==> config.mk <==
export PLATFORM = sky130hd
export DESIGN_NAME = floo_axis_chan_scheduler
export DESIGN_NICKNAME = d
export VERILOG_FILES = /design/src/rtl/noc_bridge_narrow_wide_pkg.sv /design/src/rtl/floo_sched_stat_cnt.sv /design/src/rtl/floo_axis_chan_scheduler.sv
export SDC_FILE = /design/constraint.sdc
export NUM_CORES = 1
export LEC_CHECK = 0
export BUFFER_PORTS_ARGS = -buffer_cell sky130_fd_sc_hd__buf_2
export CORE_ASPECT_RATIO = 1.5
export CORE_MARGIN = 2
export CORE_UTILIZATION = 45
export CTS_CLUSTER_DIAMETER = 80
export CTS_CLUSTER_SIZE = 24
export DETAILED_ROUTE_END_ITERATION = 10
export PLACE_DENSITY = 0.67
export SLEW_MARGIN = 20
export SYNTH_ARGS = -nofsm -noshare
export SYNTH_HDL_FRONTEND = slang
export SYNTH_HIERARCHICAL = 1
export SYNTH_SLANG_ARGS = --single-unit
==> constraint.sdc <==
create_clock -name clk_i -period 4 [get_ports clk_i]
set_input_delay 0.4 -clock clk_i [delete_from_list [all_inputs] [get_ports clk_i]]
set_output_delay 0.4 -clock clk_i [all_outputs]
set_load 0.005 [all_outputs]
==> src/rtl/noc_bridge_narrow_wide_pkg.sv <==
// Shared types for the narrow/wide NoC bridge.
//   selected_channel_type_e : which traffic class currently owns the AXIS link
//   sched_sel_e             : scheduler mux select for the AXIS payload/hdr/strb
//   hdr_e                   : header tag the output mux places on the link
package noc_bridge_narrow_wide_pkg;

  typedef enum logic {
    narrowChan = 1'b0,
    wideChan   = 1'b1
  } selected_channel_type_e;

  typedef enum logic [1:0] {
    SEL_NREQ = 2'b00,
    SEL_NRSP = 2'b01,
    SEL_WIDE = 2'b10
  } sched_sel_e;

  typedef enum logic [1:0] {
    narrow_request  = 2'b00,
    narrow_response = 2'b01,
    wide_channel    = 2'b10
  } hdr_e;

  // Output mux helper: scheduler select onto the link header tag.
  function automatic hdr_e sel_to_hdr(input sched_sel_e sel);
    case (sel)
      SEL_NRSP: sel_to_hdr = narrow_response;
      SEL_WIDE: sel_to_hdr = wide_channel;
      default:  sel_to_hdr = narrow_request;
    endcase
  endfunction

endpackage

==> src/rtl/floo_sched_stat_cnt.sv <==
// Per-source beat statistics counter. Wraps from all-ones to zero.
//   clk_i  in   clock
//   rst_i  in   asynchronous active-high reset
//   clr_i  in   synchronous clear, wins over a same-cycle increment
//   inc_i  in   count one beat
//   cnt_o  out  current count
module floo_sched_stat_cnt #(
  parameter int unsigned Width = 32
) (
  input  logic             clk_i,
  input  logic             rst_i,
  input  logic             clr_i,
  input  logic             inc_i,
  output logic [Width-1:0] cnt_o
);

  always_ff @(posedge clk_i or posedge rst_i) begin
    if (rst_i) begin
      cnt_o <= '0;
    end else if (clr_i) begin
      cnt_o <= '0;
    end else if (inc_i) begin
      cnt_o <= cnt_o + 1'b1;
    end
  end

endmodule

==> src/rtl/floo_axis_chan_scheduler.sv <==
// Scheduler for the single outgoing AXIS link shared by narrow request, narrow
// response and wide flit sources. Two traffic classes (NARROW/WIDE) with live
// beat quotas, round-robin between the two narrow sources, selection held
// across a stalled beat. Drives grant/select only, no data.
//   clk_i, rst_i                      clock, async active-high reset
//   nreq/nrsp/wide_valid_i            source flit pending
//   nreq/nrsp/wide_gnt_o              source flit accepted this cycle
//   out_valid_o, out_ready_i          AXIS tvalid/tready
//   sel_o                             sched_sel_e mux select
//   cfg_narrow/wide_quota_i           max consecutive beats while the other class waits (0 == 1)
//   stat_clr_i                        clear all statistics counters
//   stat_nreq/nrsp/wide_o             wrapping beat counters per source
//
// state (class_q) | meaning
// narrowChan      | narrow request/response share the link, round-robin
// wideChan        | wide source owns the link
module floo_axis_chan_scheduler
  import noc_bridge_narrow_wide_pkg::*;
#(
  parameter int unsigned QuotaWidth = 4,
  parameter int unsigned StatWidth  = 32
) (
  input  logic                  clk_i,
  input  logic                  rst_i,
  input  logic                  nreq_valid_i,
  input  logic                  nrsp_valid_i,
  input  logic                  wide_valid_i,
  output logic                  nreq_gnt_o,
  output logic                  nrsp_gnt_o,
  output logic                  wide_gnt_o,
  output logic                  out_valid_o,
  input  logic                  out_ready_i,
  output logic [1:0]            sel_o,
  input  logic [QuotaWidth-1:0] cfg_narrow_quota_i,
  input  logic [QuotaWidth-1:0] cfg_wide_quota_i,
  input  logic                  stat_clr_i,
  output logic [StatWidth-1:0]  stat_nreq_o,
  output logic [StatWidth-1:0]  stat_nrsp_o,
  output logic [StatWidth-1:0]  stat_wide_o
);

  selected_channel_type_e class_q, class_d;
  sched_sel_e             rr_q, rr_d, sel_q, sel_d, sel;
  logic [QuotaWidth-1:0]  cnt_q, cnt_d;
  logic                   lock_q, lock_d;

  logic                   narrow_any, src_valid, hs;
  logic                   own_valid, other_valid, quota_hit, do_switch;
  logic [QuotaWidth:0]    cnt_inc, quota_lim;

  always_ff @(posedge clk_i or posedge rst_i) begin
    if (rst_i) begin
      class_q <= narrowChan;
      cnt_q   <= '0;
      rr_q    <= SEL_NREQ;
      sel_q   <= SEL_NREQ;
      lock_q  <= 1'b0;
    end else begin
      class_q <= class_d;
      cnt_q   <= cnt_d;
      rr_q    <= rr_d;
      sel_q   <= sel_d;
      lock_q  <= lock_d;
    end
  end

  always_comb begin
    narrow_any = nreq_valid_i | nrsp_valid_i;

    // A stalled beat keeps its source; otherwise class rules pick one.
    // Narrow idle falls back to rr_q, whose valid is then low anyway.
    sel = rr_q;
    if (lock_q) begin
      sel = sel_q;
    end else if (class_q == wideChan) begin
      sel = SEL_WIDE;
    end else if (nreq_valid_i & nrsp_valid_i) begin
      sel = rr_q;
    end else if (nreq_valid_i) begin
      sel = SEL_NREQ;
    end else if (nrsp_valid_i) begin
      sel = SEL_NRSP;
    end

    case (sel)
      SEL_NREQ: src_valid = nreq_valid_i;
      SEL_NRSP: src_valid = nrsp_valid_i;
      SEL_WIDE: src_valid = wide_valid_i;
      default:  src_valid = 1'b0;
    endcase

    out_valid_o = ~rst_i & src_valid;
    sel_o       = rst_i ? SEL_NREQ : sel;
    hs          = out_valid_o & out_ready_i;
    nreq_gnt_o  = hs & (sel == SEL_NREQ);
    nrsp_gnt_o  = hs & (sel == SEL_NRSP);
    wide_gnt_o  = hs & (sel == SEL_WIDE);

    // Quota of 0 behaves as 1; compare one bit wider so cnt_q+1 never wraps.
    cnt_inc   = {1'b0, cnt_q} + 1'b1;
    quota_lim = (class_q == narrowChan) ? {1'b0, cfg_narrow_quota_i}
                                        : {1'b0, cfg_wide_quota_i};
    if (quota_lim == '0) begin
      quota_lim = {{QuotaWidth{1'b0}}, 1'b1};
    end
    quota_hit = cnt_inc >= quota_lim;

    own_valid   = (class_q == narrowChan) ? narrow_any : wide_valid_i;
    other_valid = (class_q == narrowChan) ? wide_valid_i : narrow_any;
    do_switch   = other_valid & ((hs & quota_hit) | (~own_valid & ~lock_q));

    class_d = class_q;
    cnt_d   = cnt_q;
    rr_d    = rr_q;
    sel_d   = sel_q;
    lock_d  = lock_q;

    if (do_switch) begin
      class_d = (class_q == narrowChan) ? wideChan : narrowChan;
      cnt_d   = '0;
    end else if (hs && (cnt_q != '1)) begin
      cnt_d = cnt_inc[QuotaWidth-1:0];
    end

    if (hs && (class_q == narrowChan)) begin
      rr_d = (sel == SEL_NREQ) ? SEL_NRSP : SEL_NREQ;
    end

    if (hs) begin
      lock_d = 1'b0;
    end else if (out_valid_o) begin
      lock_d = 1'b1;
      sel_d  = sel;
    end
  end

  floo_sched_stat_cnt #(.Width(StatWidth)) u_stat_nreq (
    .clk_i (clk_i),
    .rst_i (rst_i),
    .clr_i (stat_clr_i),
    .inc_i (nreq_gnt_o),
    .cnt_o (stat_nreq_o)
  );

  floo_sched_stat_cnt #(.Width(StatWidth)) u_stat_nrsp (
    .clk_i (clk_i),
    .rst_i (rst_i),
    .clr_i (stat_clr_i),
    .inc_i (nrsp_gnt_o),
    .cnt_o (stat_nrsp_o)
  );

  floo_sched_stat_cnt #(.Width(StatWidth)) u_stat_wide (
    .clk_i (clk_i),
    .rst_i (rst_i),
    .clr_i (stat_clr_i),
    .inc_i (wide_gnt_o),
    .cnt_o (stat_wide_o)
  );

endmodule

==> results of run 1 <==
cells in the mapped netlist (19+ instances only):
cell     instances  area [sq um]
or4_1           27         202.7
nand2_1         48         180.2
mux2_2          19         214.0
nor2_1          68         255.2
dfrtp_1        105          2628
o21ai_0         20         100.1
nand4_1         30         187.7
a21oi_1         39         195.2
inv_1           20         75.07
o31ai_1         24         180.2
nor2b_1         21         131.4
xnor2_1         23         201.4
critical path: stages (launching register included):
cell       delay [ns]
dfrtp_1          0.56
inv_1            0.10
o32ai_1          0.35
nand3_1          0.14
nor2_1           0.13
buf_4            0.17
o2111ai_2        0.24
or3_1            0.66
nor4_1           0.44
mux2_2           0.38
final timing paths:
| check | start | to | slack, ns | cells after the start |
|---|---|---|---|---|
| max | lock_q | u_stat_nreq/cnt_o[28] | 0.70 | 9 |
| min | rst_i | sel_q[0] | 0.09 | 2 |
| max reg2reg | lock_q | u_stat_nreq/cnt_o[28] | 0.70 | 9 |
| min reg2reg | rr_q[0] | rr_q[0] | 0.53 | 1 |
| max in group asynchronous | rst_i | u_stat_nreq/cnt_o[29] | 3.48 | 3 |
| min in group clk_i | out_ready_i | sel_q[1] | 0.34 | 2 |
stage by stage:
stage | area, sq um | power, uW | setup slack [ns]
floorplan | 6042 | 1471 | 1.007
global placement | 6688 | 1558 | 0.8474
detailed placement | 6688 | 1581 | 0.7557
CTS | 6982 | 2467 | 0.7303
global route | 6982 | 2574 | 0.3551
finish | 6982 | 2445 | 0.6955
per-layer routing:
layer  track usage  up-vias  wire [microns]
met3       0.03170       19             640
li1              -     2535               -
met1        0.2551     2677            6360
met2        0.3602      145            7549
met4       0.06644        0             221
met5             0        -               0
registers in the layout, indices dropped and copies added, names as in the netlist:
name and cells:
cnt_q 4, u_stat_wide/cnt_o 32, u_stat_nreq/cnt_o 32, lock_q 1, rr_q 1, sel_q 2
class_q 1, u_stat_nrsp/cnt_o 32
layout make-up:
type,count,area share
Inverter,20,0.01075
Clock inverter,7,0.009857
Multi-Input combinational cell,480,0.4502
Tap cell,159,0.02849
Clock buffer,9,0.03226
Timing Repair Buffer,124,0.09211
Sequential cell,105,0.3763
logic make-up (layout without fill, tap and decap cells):
kind of cell	after synthesis	after routing	synth area share
compound gates	104	104	0.1122
xor+xnor	39	39	0.05653
fa+ha+maj	9	9	0.01822
buf+inv	55	160	0.04494
flops	105	105	0.4349
mux	32	32	0.05757
simple gates	296	296	0.2756
power groups by stage:
stage / logic [uW] / clock network [uW] / registers (uW)
after global routing: 443 / 951 / 1180
final: 384 / 887 / 1170
after CTS: 389 / 906 / 1170
after global placement: 369 / 0 / 1190
after floorplan: 312 / 0 / 1160
after detailed placement: 389 / 0 / 1190
==> reports/metrics.yaml, run 1 <==
logic_synthesis:
  synth_edf_count: 0
  seq_area_frac_synth: 0.4349
  async_flop_share: 1.000
  synth_flop_cell: "dfrtp_1"
  syn_inst: 640
  synth.avg_cell_area_sq_um: 9.441
  yosys.cell_types.count: 52
  synth-seq-cells: 105
  synth_warnings: 6
  syn_nets: 663
  synthesis.area_sq_um: 6042
finish:
  final_cells: 904
  utilization: 0.5337
  antenna_cells: 0
  layout_common_cells: "buf_2, dfrtp_1, nor2_1"
  final_layout_size_suffix_gt1_frac: 0.2403
  syn2layout_area_growth_pct: 15.55
  regArea_sq_um: 2628
  fill_cells: 1212
  multi_input_area_sq_um: 3143
  final_common_cell: "buf_2"
  nNetsFinal: 763
floorplan:
  io-pin-count: 117
  rows: 51
  die_w_microns: 98.61
  dieArea_sq_um: 14390
  floorplan.die.height_microns: 145.9
  start_util: 0.4619
  core_sq_um: 13080
timing:
  max_freq_ghz: 0.3026
  grt_setup_unrepaired: "no"
  fin_crit_sh: 0.8261
  drv_slew: 0
  setup_violations: 0
  timing.hold.ws_ns: 0.09312
  finalHoldViolCount: 0
  max_slew_margin: 0.5018
  fin_crit_ns: 3.304
  tightest_slew_ns: 0.7474
  final.setup.tns_ns: 0
  fin_skew_ns: 0.01309
critical_path:
  crit_path_end_kind: "flop"
  crit_required_ns: 4.23
  start_kind: "flop"
  worstPathArrival_ns: 3.54
  worstSetupPathType: "reg2reg"
  critPathMaxFanout: 16
grt:
  grt_overflow: 0
  grt_start_max_net_pins: 71
  grt_pass1_vias: 5165
  antenna_found_initial: 0
  grtUsageTotal: 0.2046
  grt_first_pass_wirelength_microns: 24670
power:
  p_sw_frac: 0.2809
  pwr-share-comb: 0.157
  internal_power_uw: 1758
  p_clk_frac: 0.363
  powerDensity_nw_per_um2: 350.2
  p_sw_uw: 686.8
  peakVddDrop_mv: 0.2861
  p_seq_frac: 0.480
  p_leak_uw: 0.003094
detailed_routing:
  drt-initial-drc-count: 253
  wl_per_cell_microns: 16.34
  ant_nets: 0
  vias: 5376
  viasPerCell: 5.947
  drc: 0
  wirelength_microns: 14770
  firstDrtPassIters: 5
clock_network:
  cts_max_path_buffers: 2
  root_buffer: "clkbuf_16"
  hold_buffers: 0
  cts_made_buffers: 9
  cts_tree: "yes"
  clock_sink_count: 105
  ctsResizeCount: 0
  post_cts_buffers: 0
  htree_num_levels: 3
  clkSlewWorstSetupHoldPaths_ns: 0.07
  insertion_delay_ns: 0.35
place:
  dp_hpwl_microns: 10480
  portBuffers: 116
  place_congestion: 0.8864
  dp.cells: 888
run:
  max_cap_viol_count: 0
worst_hold_path:
  hold_path.class: "in2async"
run_status:
  status: "complete, no violations"
No activity file was read; power rests on OpenSTA's default activity.
==> inputs of run 2 (changes only) <==
==> constraint.sdc (replaced) <==
create_clock -name clk_i -period 3.31 [get_ports clk_i]
set_input_delay 0.331 -clock clk_i [delete_from_list [all_inputs] [get_ports clk_i]]
set_output_delay 0.331 -clock clk_i [all_outputs]
set_load 0.005 [all_outputs]
==> run 2 against run 1 <==
  * Final cell count increased by 0.44%
  * Register-to-register slack got worse by 0.41 ns
  * Via count down 2.4%
  * Clock skew shrank 0.0065 ns
  * Fmax is 9.3% higher
  * Clock power is 25% higher
  * Design area is 0.81% higher
  * Critical path depth down 1
  * Wire length shrank 1.8%
  * Non-clock buffer count up 4
  * Critical endpoint is now u_stat_nreq/cnt_o[30]
  * Largest cell class unchanged
  * Highest routed layer unchanged
==> reports/metrics.yaml, run 2 (synthesis gave the netlist of run 1 again) <==
timing:
  setup_violations: 0
  fin_crit_sh: 0.9133
  fin_crit_ns: 3.023
  max_slew_margin: 0.3870
  drv_slew: 0
  tightest_slew_ns: 0.9139
  fin_skew_ns: 0.006589
  final.setup.tns_ns: 0
  grt_setup_unrepaired: "no"
  max_freq_ghz: 0.3308
  finalHoldViolCount: 0
finish:
  top_regs: "u_stat_nreq/cnt_o x32, u_stat_nrsp/cnt_o x32, u_stat_wide/cnt_o x32"
  regArea_sq_um: 2628
  final_layout_size_suffix_gt1_frac: 0.2457
  nNetsFinal: 767
  fill_cells: 1189
  antenna_cells: 0
  utilization: 0.5380
  multi_input_area_sq_um: 3148
  syn2layout_area_growth_pct: 16.48
  layout_common_cells: "buf_2, dfrtp_1, nor2_1"
  final_common_cell: "buf_2"
critical_path:
  critPathMaxFanout: 16
  r2r_end: "u_stat_nreq/cnt_o[30]"
  crit_path_end_kind: "flop"
  r2r-start: "sel_q[0]"
  r2r_cells: 8
  crit_required_ns: 3.54
  cp_slowest_cell: "or3_1"
  worstPathArrival_ns: 3.25
  r2r_slack_ns: 0.29
  cp_slowest_stage_delay_ns: 0.61
  cp_cell_sequence: "mux2i_1, o32ai_1, nand3_1, nor2_1, o2111ai_2, or3_1, nor4_1, mux2_2"
  worstSetupPathType: "reg2reg"
  start_kind: "flop"
detailed_routing:
  ant_nets: 0
  drc: 0
  firstDrtPassIters: 5
  wirelength_microns: 14500
  viasPerCell: 5.778
  wl_per_cell_microns: 15.97
  drt-initial-drc-count: 209
  vias: 5246
grt:
  grt_first_pass_wirelength_microns: 24860
  grt_start_max_net_pins: 70
  grtUsageTotal: 0.2059
  grt_pass1_vias: 5141
  antenna_found_initial: 0
  grt_overflow: 0
worst_hold_path:
  hold_path.class: "in2async"
clock_network:
  cts_made_buffers: 9
  post_cts_buffers: 0
  htree_num_levels: 3
  cts_tree: "yes"
  insertion_delay_ns: 0.35
  clock_sink_count: 105
  cts_max_path_buffers: 2
  clkSlewWorstSetupHoldPaths_ns: 0.07
  root_buffer: "clkbuf_16"
floorplan:
  dieArea_sq_um: 14390
  die_w_microns: 98.61
  start_util: 0.4619
  core_sq_um: 13080
  io-pin-count: 117
  rows: 51
  floorplan.die.height_microns: 145.9
run:
  max_cap_viol_count: 0
place:
  place_congestion: 0.8423
  dp_hpwl_microns: 10350
  portBuffers: 116
power:
  peakVddDrop_mv: 0.2602
  p_leak_uw: 0.003118
  powerDensity_nw_per_um2: 426.9
run_status:
  status: "complete, no violations"
run 2: how the worst max path moves through the flow:
stage / from / endpoint / depth (start not counted) / slack, ns
2_1_floorplan: lock_q / u_stat_nrsp/cnt_o[17] / 12 / 0.32
3_3_place_gp: nreq_valid_i / u_stat_nreq/cnt_o[26] / 9 / 0.38
3_5_place_dp: nreq_valid_i / u_stat_nreq/cnt_o[30] / 9 / 0.28
4_1_cts: sel_q[0] / u_stat_nrsp/cnt_o[28] / 8 / 0.25
5_1_grt: sel_q[0] / u_stat_nreq/cnt_o[30] / 8 / 0.003
6_report: sel_q[0] / u_stat_nreq/cnt_o[30] / 8 / 0.29
run 2: layout make-up:
type                    count  area share
inverters                  20     0.01067
multi-input cells         480      0.4473
well taps                 159     0.02827
repair buffers            128     0.09564
clock inverters             5    0.008889
flip-flops and latches    105      0.3733
clock buffers              11     0.03591
run 2: timing repair:
action,4_1_cts,5_1_grt
resized for setup,0,1
endpoints found under the setup margin,0,3
hold buffers,0,0
run 2: report_power, final:
part / total, uW / internal (uW) / switching, uW
clock: 1110 / 632 / 479
sequential: 1390 / 1330 / 59.0
combinational: 502 / 219 / 282
total: 3000 / 2180 / 820
run 2: critical path, delay by kind of cell, from the launching register on:
kind | cells | cell delay [ns]
and+or+nand+nor | 4 | 1.46
muxes | 2 | 0.55
AOI/OAI and AO/OA | 2 | 0.47
DFF | 1 | 0.43
run 2: through the flow:
| step | instances | setup slack [ns] | hold WS, ns | cell area, sq um | total power (uW) |
|---|---|---|---|---|---|
| 6_report | 908 | 0.2869 | 0.05124 | 7038 | 3004 |
| 5_1_grt | 908 | 0.003147 | 0.06781 | 7038 | 3180 |
| 4_1_cts | 908 | 0.2540 | 0.03954 | 7033 | 3051 |
| 3_5_place_dp | 892 | 0.2838 | 0.4155 | 6718 | 1924 |
| 3_3_place_gp | 892 | 0.3805 | 0.4169 | 6718 | 1902 |
| 2_1_floorplan | 640 | 0.3168 | 0.1730 | 6042 | 1778 |
run 2: metal layers:
layer  GRT usage  routed length [microns]  up-vias
li1            -                        -     2545
met1      0.2677                     6363     2554
met2      0.3463                     7360      133
met3     0.02738                      586       14
met4     0.08151                      190        0
met5           0                        0        -
==> inputs of run 3 (changes only) <==
--- a/config.mk
+++ b/config.mk
@@ -13,6 +13,7 @@
 export CTS_CLUSTER_SIZE = 24
 export DETAILED_ROUTE_END_ITERATION = 10
 export PLACE_DENSITY = 0.67
+export SKIP_LAST_GASP = 1
 export SLEW_MARGIN = 20
 export SYNTH_ARGS = -nofsm -noshare
 export SYNTH_HDL_FRONTEND = slang
==> constraint.sdc (replaced) <==
create_clock -name clk_i -period 3.31 [get_ports clk_i]
set_input_delay 0.662 -clock clk_i [delete_from_list [all_inputs] [get_ports clk_i]]
set_output_delay 0.662 -clock clk_i [all_outputs]
set_load 0.005 [all_outputs]
==> run 3 against run 2 <==
  * Worst setup slack improved by 0.091 ns
  * Final cell count rose by 0.33%
  * Non-clock buffer count rose by 3
  * Fmax rose by 3.1%
  * Critical path type unchanged
  * First-iteration DRC count fell by 22%
  * Via count rose by 1.9%
  * Largest cell class unchanged
  * Wire length fell by 0.46%
  * Sequential power barely moved
==> reports/metrics.yaml, run 3 (synthesis gave the netlist of run 1 again) <==
timing:
  finalHoldViolCount: 0
  setup_violations: 0
  max_freq_ghz: 0.3410
  max_slew_margin: 0.5294
  final.setup.tns_ns: 0
  grt_setup_unrepaired: "no"
  fin_crit_sh: 0.8859
  setup_slack_ns: 0.3776
  fin_skew_ns: 0.006618
  drv_slew: 0
  tightest_slew_ns: 0.7060
  fin_crit_ns: 2.932
floorplan:
  core_sq_um: 13080
  die_w_microns: 98.61
  floorplan.die.height_microns: 145.9
  dieArea_sq_um: 14390
  io-pin-count: 117
  start_util: 0.4619
  rows: 51
clock_network:
  clock_sink_count: 105
  insertion_delay_ns: 0.35
  clkSlewWorstSetupHoldPaths_ns: 0.07
  htree_num_levels: 3
  post_cts_buffers: 0
  cts_tree: "yes"
  ctsResizeCount: 0
  root_buffer: "clkbuf_16"
  cts_max_path_buffers: 2
  hold_buffers: 0
  cts_made_buffers: 9
detailed_routing:
  wl_per_cell_microns: 15.84
  viasPerCell: 5.869
  wirelength_microns: 14430
  drc: 0
  firstDrtPassIters: 5
  drt-initial-drc-count: 162
  vias: 5347
  ant_nets: 0
critical_path:
  cp_slowest_cell: "or3_1"
  start_kind: "flop"
  cp_cell_sequence: "inv_1, o32ai_1, nand3_1, nor2_1, o2111ai_2, or3_1, nor4_1, mux2_2"
  worstSetupPathType: "reg2reg"
  critPathMaxFanout: 16
  crit_path_end_kind: "flop"
  worstPathArrival_ns: 3.17
  critPathTopFamily: "simple AND/OR/NAND/NOR gates"
  crit_required_ns: 3.55
  cp_slowest_stage_delay_ns: 0.61
  crit_buf_inv: 1
grt:
  grt_first_pass_wirelength_microns: 24210
  antenna_found_initial: 0
  grtUsageTotal: 0.2011
  grt_start_max_net_pins: 70
  grt_pass1_vias: 5092
  grt_overflow: 0
finish:
  regArea_sq_um: 2629
  syn2layout_area_growth_pct: 16.73
  final_layout_size_suffix_gt1_frac: 0.2500
  multi_input_area_sq_um: 3148
  nNetsFinal: 770
  final_common_cell: "buf_2"
  top_regs: "u_stat_nreq/cnt_o x32, u_stat_nrsp/cnt_o x32, u_stat_wide/cnt_o x32"
  fill_cells: 1207
  antenna_cells: 0
  layout_common_cells: "buf_2, dfrtp_1, nor2_1"
power:
  p_leak_uw: 0.003129
  powerDensity_nw_per_um2: 424.0
  p_total_uw: 2990
  peakVddDrop_mv: 0.3161
worst_hold_path:
  hold_path.class: "in2async"
place:
  place_congestion: 0.8660
  detailedPlace.worstSlack_ns: 0.07663
  dp_hpwl_microns: 10180
  portBuffers: 116
run_status:
  status: "complete, no violations"
run:
  max_cap_viol_count: 0
[run 3: through the flow]
| step | instance area [sq um] | hold slack [ns] | utilization | std cells |
|---|---|---|---|---|
| after global routing | 7053 | 0.3912 | 0.5392 | 911 |
| after detailed placement | 6740 | 0.5174 | 0.5153 | 895 |
| after floorplan | 6042 | 0.4877 | - | 640 |
| after global placement | 6740 | 0.4978 | 0.5153 | 895 |
| final | 7053 | 0.3721 | 0.5392 | 911 |
| after CTS | 7047 | 0.3655 | 0.5387 | 911 |
[run 3: cell type report]
class / instances / area share
inverter: 20 / 0.01064
clock buffer: 10 / 0.03388
tap: 159 / 0.02821
multi-input combinational: 480 / 0.4463
timing repair buffer: 131 / 0.09863
sequential: 105 / 0.3727
clock inverter: 6 / 0.009580
[run 3: metal layers]
metal,track usage,vias up,part of all wire
met5,0,-,0
met4,0.07329,0,0.016
met3,0.03266,13,0.047
met2,0.3401,139,0.50
met1,0.2587,2640,0.44
li1,-,2555,-
[run 3: power by group]
group | internal [uW] | leakage [uW] | switching [uW]
sequential | 1330 | 0.00145 | 70.8
clock | 609 | 0.000145 | 497
combinational | 213 | 0.00153 | 267
[run 3: worst paths after layout]
path	from	endpoint	slack, ns	depth (start not counted)
setup / recovery	lock_q	u_stat_nrsp/cnt_o[28]	0.38	8
hold / removal	rst_i	sel_q[0]	0.37	3
setup reg to reg	lock_q	u_stat_nrsp/cnt_o[28]	0.38	8
hold reg to reg	rr_q[0]	rr_q[0]	0.53	1
max in group asynchronous	rst_i	u_stat_nreq/cnt_o[22]	2.54	3
min in group clk_i	rr_q[0]	rr_q[0]	0.53	1
[run 3: worst register-to-register path, stage by stage, from the launching register on]
cell       delay (ns)
dfrtp_2          0.49
inv_1            0.09
o32ai_1          0.35
nand3_1          0.14
nor2_1           0.18
o2111ai_2        0.18
or3_1            0.61
nor4_1           0.41
mux2_2           0.37
